--- config.mk ---
export PLATFORM = sky130hd
export DESIGN_NAME = bsg_manycore_xbar_rr
export DESIGN_NICKNAME = d
export VERILOG_FILES = /design/src/rtl/bsg_manycore_xbar_rr.sv
export SDC_FILE = /design/constraint.sdc
export NUM_CORES = 2
export LEC_CHECK = 0
export CORE_UTILIZATION = 45
export DETAILED_ROUTE_END_ITERATION = 7
export GPL_TIMING_DRIVEN = 0
export PLACE_DENSITY = 0.63
export SLEW_MARGIN = 20
export SYNTH_ARGS = -nofsm -noshare
export SYNTH_HDL_FRONTEND = slang
export SYNTH_SLANG_ARGS = --single-unit
--- constraint.sdc ---
create_clock -name clk_i -period 9.9 [get_ports clk_i]
set_input_delay 1.485 -clock clk_i [delete_from_list [all_inputs] [get_ports clk_i]]
set_output_delay 1.485 -clock clk_i [all_outputs]
set_load 0.05 [all_outputs]
--- src/rtl/bsg_manycore_xbar_rr.sv ---
// Single-flit N x M crossbar: per-input FIFO (valid/ready or credit mode), per-output round-robin arbiter.
// Latency 1 cycle enqueue-to-v_o; backpressure via registered-full ready_o or credit_o pulses on dequeue.
module bsg_manycore_xbar_rr #(
    parameter int                  num_in_p      = 4,
    parameter int                  num_out_p     = 3,
    parameter int                  width_p       = 16,
    parameter int                  dest_lsb_p    = 0,
    parameter int                  fifo_els_p    = 32,
    parameter logic [num_in_p-1:0] use_credits_p = '0
) (
    input  logic                                clk_i,
    input  logic                                reset_i,
    input  logic [num_in_p-1:0]                 v_i,
    input  logic [num_in_p-1:0][width_p-1:0]    data_i,
    output logic [num_in_p-1:0]                 ready_o,
    output logic [num_in_p-1:0]                 credit_o,
    output logic [num_out_p-1:0]                v_o,
    output logic [num_out_p-1:0][width_p-1:0]   data_o,
    input  logic [num_out_p-1:0]                yumi_i,
    output logic [num_in_p-1:0]                 overflow_o,
    output logic [num_in_p-1:0]                 bad_dest_o
);

    localparam int dest_width_lp = (num_out_p > 1) ? $clog2(num_out_p) : 1;
    localparam int addr_w_lp     = (fifo_els_p > 1) ? $clog2(fifo_els_p) : 1;
    localparam int cnt_w_lp      = $clog2(fifo_els_p + 1);
    localparam int ptr_w_lp      = (num_in_p > 1) ? $clog2(num_in_p) : 1;

    typedef logic [addr_w_lp-1:0]     addr_t;
    typedef logic [cnt_w_lp-1:0]      cnt_t;
    typedef logic [ptr_w_lp-1:0]      ptr_t;
    typedef logic [dest_width_lp-1:0] dest_t;

    logic [width_p-1:0] mem_q [num_in_p][fifo_els_p];
    addr_t [num_in_p-1:0] rd_q, wr_q;
    cnt_t  [num_in_p-1:0] cnt_q;
    ptr_t  [num_out_p-1:0] ptr_q;
    logic  [num_in_p-1:0] credit_q, overflow_q, bad_dest_q;

    logic  [num_in_p-1:0][width_p-1:0] head;
    dest_t [num_in_p-1:0] head_dest;
    logic  [num_in_p-1:0] nonempty, full, bad_head;
    logic  [num_out_p-1:0][num_in_p-1:0] req;
    logic  [num_out_p-1:0] win_v;
    ptr_t  [num_out_p-1:0] win;
    logic  [num_in_p-1:0] deq, enq, ovf_set;

    function automatic addr_t inc_addr(input addr_t a);
        return (a == addr_t'(fifo_els_p - 1)) ? '0 : a + 1'b1;
    endfunction

    always_comb begin
        for (int i = 0; i < num_in_p; i++) begin
            head[i]      = mem_q[i][rd_q[i]];
            head_dest[i] = head[i][dest_lsb_p +: dest_width_lp];
            nonempty[i]  = (cnt_q[i] != '0);
            full[i]      = (cnt_q[i] == cnt_t'(fifo_els_p));
            // Out-of-range heads are flushed immediately so they never block the input.
            bad_head[i]  = nonempty[i] &&
                           ({1'b0, head_dest[i]} >= (dest_width_lp + 1)'(num_out_p));
        end
    end

    always_comb begin
        for (int o = 0; o < num_out_p; o++) begin
            for (int i = 0; i < num_in_p; i++) begin
                req[o][i] = nonempty[i] && !bad_head[i] && (head_dest[i] == dest_t'(o));
            end
        end
    end

    // Winner is the first requester at or after the pointer, wrapping around.
    always_comb begin
        int idx;
        win_v = '0;
        win   = '0;
        for (int o = 0; o < num_out_p; o++) begin
            for (int k = 0; k < num_in_p; k++) begin
                idx = int'(ptr_q[o]) + k;
                if (idx >= num_in_p) idx = idx - num_in_p;
                if (!win_v[o] && req[o][idx]) begin
                    win_v[o] = 1'b1;
                    win[o]   = ptr_t'(idx);
                end
            end
        end
    end

    always_comb begin
        for (int o = 0; o < num_out_p; o++) begin
            v_o[o]    = win_v[o] && !reset_i;
            data_o[o] = head[win[o]];
        end
    end

    always_comb begin
        deq = bad_head;
        for (int o = 0; o < num_out_p; o++) begin
            if (win_v[o] && yumi_i[o]) deq[win[o]] = 1'b1;
        end
        if (reset_i) deq = '0;
    end

    // Credit inputs may push into a full FIFO when the same cycle frees a slot.
    always_comb begin
        for (int i = 0; i < num_in_p; i++) begin
            if (use_credits_p[i]) begin
                enq[i]     = v_i[i] && !reset_i && (!full[i] || deq[i]);
                ovf_set[i] = v_i[i] && !reset_i && full[i] && !deq[i];
            end else begin
                enq[i]     = v_i[i] && !reset_i && !full[i];
                ovf_set[i] = 1'b0;
            end
        end
    end

    always_ff @(posedge clk_i) begin
        for (int i = 0; i < num_in_p; i++) begin
            if (enq[i]) mem_q[i][wr_q[i]] <= data_i[i];
        end
    end

    always_ff @(posedge clk_i) begin
        if (reset_i) begin
            rd_q       <= '0;
            wr_q       <= '0;
            cnt_q      <= '0;
            ptr_q      <= '0;
            credit_q   <= '0;
            overflow_q <= '0;
            bad_dest_q <= '0;
        end else begin
            for (int i = 0; i < num_in_p; i++) begin
                if (enq[i]) wr_q[i] <= inc_addr(wr_q[i]);
                if (deq[i]) rd_q[i] <= inc_addr(rd_q[i]);
                case ({enq[i], deq[i]})
                    2'b10:   cnt_q[i] <= cnt_q[i] + 1'b1;
                    2'b01:   cnt_q[i] <= cnt_q[i] - 1'b1;
                    default: cnt_q[i] <= cnt_q[i];
                endcase
            end
            for (int o = 0; o < num_out_p; o++) begin
                if (win_v[o] && yumi_i[o]) begin
                    ptr_q[o] <= (win[o] == ptr_t'(num_in_p - 1)) ? '0 : win[o] + 1'b1;
                end
            end
            credit_q   <= deq & use_credits_p;
            overflow_q <= overflow_q | ovf_set;
            bad_dest_q <= bad_dest_q | bad_head;
        end
    end

    assign ready_o    = ~full & ~use_credits_p & {num_in_p{~reset_i}};
    assign credit_o   = credit_q & {num_in_p{~reset_i}};
    assign overflow_o = overflow_q & {num_in_p{~reset_i}};
    assign bad_dest_o = bad_dest_q & {num_in_p{~reset_i}};

endmodule

== Word-level counts from Yosys, hierarchy flattened ==
Memories as Yosys holds them, arrays and structs flattened.
Index checks and enable logic that the tools add are counted.

* Output and inout port bits: 67
* Input bits: 73
* Register bits after elaboration: 74
* Memory bits (writable): 2,048
* Logic and storage cells: 361
* Memories: 1

* Add/subtract/negate cells: 40
* Magnitude comparators: 46
* Reduce and logical (&&, ||, !) cells: 80
* Bitwise logic cells: 16
* Multiplexer cells: 131
* Equal/unequal tests: 31

{| class="wikitable"
|+ Memory list
! name !! words !! width !! rd ports !! clocked after memory_dff !! wr ports !! line !! text
|-
| mem_q || 4 || 512 || 4 || 0 || 4 || 34 || <nowiki>logic [width_p-1:0] mem_q [num_in_p][fifo_els_p];</nowiki>
|}

{| class="wikitable"
|+ Operators by type and width
! kind !! number
|-
| 512-bit 2-to-1 mux || 4
|-
| 32-bit by 4-bit less-than comparator with 1-bit output, second input constant || 12
|-
| 32-bit 2-to-1 mux || 12
|-
| 16-bit binary-select mux with 5-bit select || 4
|-
| 16-bit demux with 5-bit select || 4
|-
| 16-bit 2-to-1 mux || 15
|-
| 16-bit binary-select mux with 2-bit select || 3
|-
| 1-bit logical AND || 50
|-
| 6-bit greater-or-equal comparator, second input constant || 8
|-
| 5-bit inverter with 6-bit output || 8
|-
| 6-bit case mux with 2 select lines || 4
|-
| 1-bit 2-to-1 mux || 43
|-
| 5-bit by 1-bit adder with 5-bit output, second input constant || 8
|-
| 5-bit == test, second input constant || 8
|-
| 5-bit 2-to-1 mux || 8
|-
| 3-bit by 3-bit subtractor with 4-bit output, second input constant || 9
|-
| 2-bit 2-to-1 mux || 15
|-
| 3-bit greater-or-equal comparator, second input constant || 9
|-
| 6-bit by 1-bit adder with 6-bit output, second input constant || 4
|-
| 1-bit binary-select mux with 2-bit select || 12
|-
| 6-bit == test, second input constant || 4
|-
| 6-bit by 1-bit less-than comparator with 1-bit output, second input constant || 4
|-
| 6-bit nonzero test || 4
|-
| 6-bit by 1-bit subtractor with 6-bit output, second input constant || 4
|-
| other kinds (19) || 88
|}

== Logic depth before layout (Yosys ltp) ==
* Depth in word-level cells: 35
* Depth in mapped cells: 28
* Depth with buffers taken out: 24

== Least setup slack after synthesis ==
OpenSTA, ideal clock, no wires.

* Path kind: register to register
* From: register rd_q[15] (netlist bit)
* To: register cnt_q[17] (netlist bit)
* Data required time: 9,830 ps
* Setup time: 70 ps
* Arrival time: 5,473 ps
* Stages on the path, launching flop included: 25
* Buffers on the path: 2
* Period minus slack after synthesis: 5,543 ps
* Setup slack: 4,357 ps
* Cells stage by stage: dfxtp_1 -> buf_6 -> mux4_2 -> a22o_1 -> or4b_4 -> a221oi_2 -> a31oi_1 -> and2_0 -> nor2_4 -> buf_4 -> inv_1 -> ha_1 -> nand2_1 -> a21oi_1 -> a2111oi_4 -> nor2_1 -> ha_1 -> ha_1 -> a21o_1 -> a21oi_1 -> o21bai_1 -> a21oi_1 -> xor2_1 -> or3_1 -> a21oi_1

* Word-level cells in the longest chain between the ends: 35
* Elaborated cells on any way between the ends: 121
* Classes of those cells: order compare: 7; eq/ne: 4; mux: 74; bitwise: 4; reduce/logical: 32

{| class="wikitable"
|+ Ends and longest elaborated chain
! item !! line !! text
|-
| start: declaration || 35 || <nowiki>addr_t [num_in_p-1:0] rd_q, wr_q;</nowiki>
|-
| start signal: indexed assignment || 135 || <nowiki>if (deq[i]) rd_q[i] <= inc_addr(rd_q[i]);</nowiki>
|-
| 5-bit inverter with 6-bit output (not written as such) * || 54 || <nowiki>head[i] = mem_q[i][rd_q[i]];</nowiki>
|-
| 16-bit binary-select mux with 5-bit select * || 54 ||
|-
| 16-bit 2-to-1 mux (not written as such) * (2 in series) || 54 ||
|-
| 2-bit greater-or-equal comparator || 60 || <nowiki>({1'b0, head_dest[i]} >= (dest_width_lp + 1)'(num_out_p));</nowiki>
|-
| 1-bit logical AND || 59 || <nowiki>bad_head[i] = nonempty[i] &&</nowiki>
|-
| 1-bit zero test || 67 || <nowiki>req[o][i] = nonempty[i] && !bad_head[i] && (head_dest[i] == dest_t'(o));</nowiki>
|-
| 1-bit logical AND (2 in series) || 67 ||
|-
| 1-bit binary-select mux with 2-bit select || 81 || <nowiki>if (!win_v[o] && req[o][idx]) begin</nowiki>
|-
| [18 not listed] || n/a ||
|-
| 4-bit bitwise OR (no line) || n/a ||
|-
| 4-bit 2-to-1 mux || 99 || <nowiki>if (win_v[o] && yumi_i[o]) deq[win[o]] = 1'b1;</nowiki>
|-
| 4-bit bitwise OR (no line) || n/a ||
|-
| 4-bit 2-to-1 mux * || 99 ||
|-
| 4-bit 2-to-1 mux * || 101 || <nowiki>if (reset_i) deq = '0;</nowiki>
|-
| named net deq[2] || 46 || <nowiki>logic [num_in_p-1:0] deq, enq, ovf_set;</nowiki>
|-
| 2-bit by 1-bit == test with 1-bit output / 2-bit == test (equally long branches) || 136 || <nowiki>case ({enq[i], deq[i]})</nowiki>
|-
| 6-bit case mux with 2 select lines / 2-bit nonzero test (equally long branches) || n/a ||
|-
| end signal: indexed assignment || 137 || <nowiki>2'b10: cnt_q[i] <= cnt_q[i] + 1'b1;</nowiki>
|-
| end signal: indexed assignment || 138 || <nowiki>2'b01: cnt_q[i] <= cnt_q[i] - 1'b1;</nowiki>
|-
| end signal: indexed assignment || 139 || <nowiki>default: cnt_q[i] <= cnt_q[i];</nowiki>
|-
| end: declaration || 36 || <nowiki>cnt_t [num_in_p-1:0] cnt_q;</nowiki>
|}

The timed path passes the listed nets; every way through them passes the cells marked *. The select of a mux whose other input is x is not followed.
A chain may end at the register's enable or synchronous reset.

==> reports/qor.csv <==
stage,metric,value,unit
detailed_routing,drcViolationCount,0,
sta,slew_headroom,0.220,
global_routing,grt_usage,0.225,
die,die_w,436,µm
synth,synthCells,3978,
sta,fmax,0.121,GHz
setup_path,max_stage_delay,1.03,ns
die,fp.coreArea,186000,µm²
synth,yosysWarningCount,0,
cts,cts_sinks,2122,
cts,clock-root-buffer,clkbuf_16,
synth,synth_area_leaders,"edfxtp_1 73%, mux4_2 16%, mux2i_1 2.0%",
worst_hold_path,hold_class,reg2reg,
cts,cts-resized-gates,0,
place,gp_congestion,0.846,
job,maxCapViolations,0,
detailed_routing,first_pass_iters,7,
cts,cts_tree,yes,
power,power.density,245,nW/µm²
sta,setup_viol_count_final,0,
global_routing,grt_overflow,0,
synth,syn_area,84700,µm²
setup_path,cp-end-kind,output port,
cts,htree_levels,4,
synth,yosysTopAreaCell,edfxtp_1,
cts,clockBufferDepth,3,
sta,hold_viol,0,
detailed_routing,vias,41600,
synth,synth-seq-cells,2122,
setup_path,worstPathRequired,8.42,ns
detailed_routing,wl_per_cell,30.4,µm
cts,cts_inserted_buffers,212,
die,num_io_pins,140,
layout,fin_cells,7050,
power,power.leakage,30.1,nW
power,irDropWorstVdd,0.000394,V
layout,drive_above_1_share,0.279,
sta,final_max_slew_viol_count,0,
detailed_routing,viasPerCell,5.89,
setup_path,crit_slowest_cell,a221oi_1,
synth,synth-seq-area-share,0.743,
place,port-buffer-count,130,
detailed_routing,drt_wl_total,214,mm
setup_path,path_cells,buf_2 > buf_1 > mux2i_1 > a221oi_1 > nor3_1 > a221o_1 > a311o_1 > buf_2 > buf_2 > mux2i_1 > mux2i_1 > clkdlybuf4s50_1,
sta,rsz0062_at_grt,false,
setup_path,cp_data_arrival_time,6.76,ns
sta,fin_setup_tns,0,ns
global_routing,grt_pass1_vias,41600,
synth,synth.top_cell.area_share,0.726,
die,fp.dieArea,190000,µm²
synth,synth_ff_type,edfxtp_1,
detailed_routing,drt-initial-drc-count,4817,
cts,cts_hold_buf,0,
layout,fin_nets,4525,
detailed_routing,postRouteAntennaNets,0,
sta,clock_skew,0.0280,ns
layout,area_growth,14.8,%
setup_path,crit_path_start_kind,flop,
setup_path,cp_max_fo,10,
die,start_util,0.455,
global_routing,antenna_found_initial,19,
cts,cts_setup_buffers,0,
global_routing,grt_pass1_wl,304,mm
cts,clkTransAtPathRegs,0.06,ns
sta,timing.final.crit_share,0.832,
cts,insertion_delay,0.87,ns
place,place_inst,6653,
status,status,"finished, final reports clean",
synth,synth-edff-count,2048,
synth,avgSynthCellArea,21.3,µm²
sta,tightest_slew,1.14,ns
sta,period_minus_slack,8.24,ns
die,rows,158,
synth,async_reset_ff_frac,0,
die,chipHeight,436,µm
layout,fill_cells,14600,
global_routing,grt_max_degree,33,
setup_path,critPathKind,reg2out,
place,dp_hpwl,142,mm
synth,ys_types,72,
[registers in the layout, indices dropped and copies added (netlist names)]
register / count
cnt_q: 24
mem_q: 2048
bad_dest_q: 4
wr_q: 20
ptr_q: 6
rd_q: 20
[cells in the final DEF (no fill, tap or decap), drive strengths merged, types with 23 or more instances in the layout]
master,instances
bufinv,23
mux4,603
o21ai,24
clkdlybuf4s50,77
clkbuf,390
ha,60
mux2i,169
buf,208
edfxtp,2048
a21oi,69
clkinv,91
mux2,59
nand2,103
nor3,23
nor2,229
inv,39
dfxtp,74
[power breakdown]
part	leakage (nW)	switching, mW	internal [mW]
sequential	19.0	0.0647	9.92
combinational	7.72	3.66	2.16
clock	3.38	3.41	4.59
total	30.1	7.13	16.7
[path summary, 6_finish.rpt]
kind / from / to / slack [ns] / cells past startpoint
worst max-delay path: rd_q[6] / data_o[37] / 1.66 / 12
worst min-delay path: bad_dest_q[3] / bad_dest_q[3] / 0.46 / 2
worst max register to register: rd_q[6] / cnt_q[5] / 2.73 / 23
worst min register to register: bad_dest_q[3] / bad_dest_q[3] / 0.46 / 2
[cells in the mapped netlist, types with 5 or more instances]
cell type,count
a211oi_1,6
a21oi_1,68
nor3_1,22
xor2_1,12
o221ai_1,11
mux4_1,6
buf_1,40
dfxtp_1,74
or3b_2,6
buf_2,42
xnor2_1,8
nand2_1,103
edfxtp_1,2048
nand3b_1,21
nor4b_1,6
mux2i_1,169
and3_1,13
buf_4,11
mux2_2,59
or4_1,10
ha_1,60
nor2b_1,15
clkbuf_1,119
nor2_1,228
or3_1,20
mux4_2,597
a31oi_1,17
inv_1,30
nand3_1,16
and2_1,16
o31ai_1,5
a21o_1,5
o21ai_0,23
[metal layers]
metal  vias to the layer above  part of all wire  track usage
li1                      17500                 -            -
met1                     22200              0.40        0.306
met2                      1564              0.49        0.363
met3                       336             0.063       0.0363
met4                        12             0.045       0.0964
met5                         -           0.00034            0
[worst max-delay path, delay by kind of cell (launching register included)]
kind	cells	cell delay (ns)
buffers and inverters	5	2.29
flip-flops	1	0.42
multiplexers	3	1.26
AND/OR/NAND/NOR	1	0.22
AO/OA/AOI/OAI	3	1.71
[logic make-up after synthesis]
logic type	count (synthesis)	synth area share
AOI/OAI and AO/OA	183	0.0152
xor gates and xnor gates	20	0.00207
adders and majority gates	64	0.00981
buffers and inverters	248	0.0125
DFF	2122	0.743
muxes	831	0.188
other	1	0.0000443
and+or+nand+nor	509	0.0288
[metrics by stage]
| step | hold WS [ns] | cell area, µm² | util | setup slack (ns) | power (mW) |
|---|---|---|---|---|---|
| final | 0.464 | 97200 | 0.522 | 1.66 | 23.8 |
| after global routing | 0.485 | 97200 | 0.522 | 1.66 | 24.5 |
| after CTS | 0.469 | 97400 | 0.523 | 1.71 | 24.0 |
| after detailed placement | 0.456 | 90500 | 0.486 | 2.69 | 16.0 |
| after global placement | 0.445 | 89200 | 0.479 | 2.71 | 16.0 |
| after floorplan | 0.432 | 84800 | - | 4.36 | 13.8 |
[final cells by class]
class | count | area, µm² | area share
Inverter | 31 | 116 | 0.00120
Timing Repair Buffer | 189 | 1790 | 0.0185
Clock buffer | 269 | 5580 | 0.0574
Sequential cell | 2122 | 63000 | 0.648
Tap cell | 2480 | 3100 | 0.0319
Antenna cell | 4 | 10.0 | 0.000103
Multi-Input combinational cell | 1615 | 21400 | 0.220
Clock inverter | 123 | 1320 | 0.0135
Buffer | 217 | 953 | 0.00980
(Power assumes the default switching activity.)
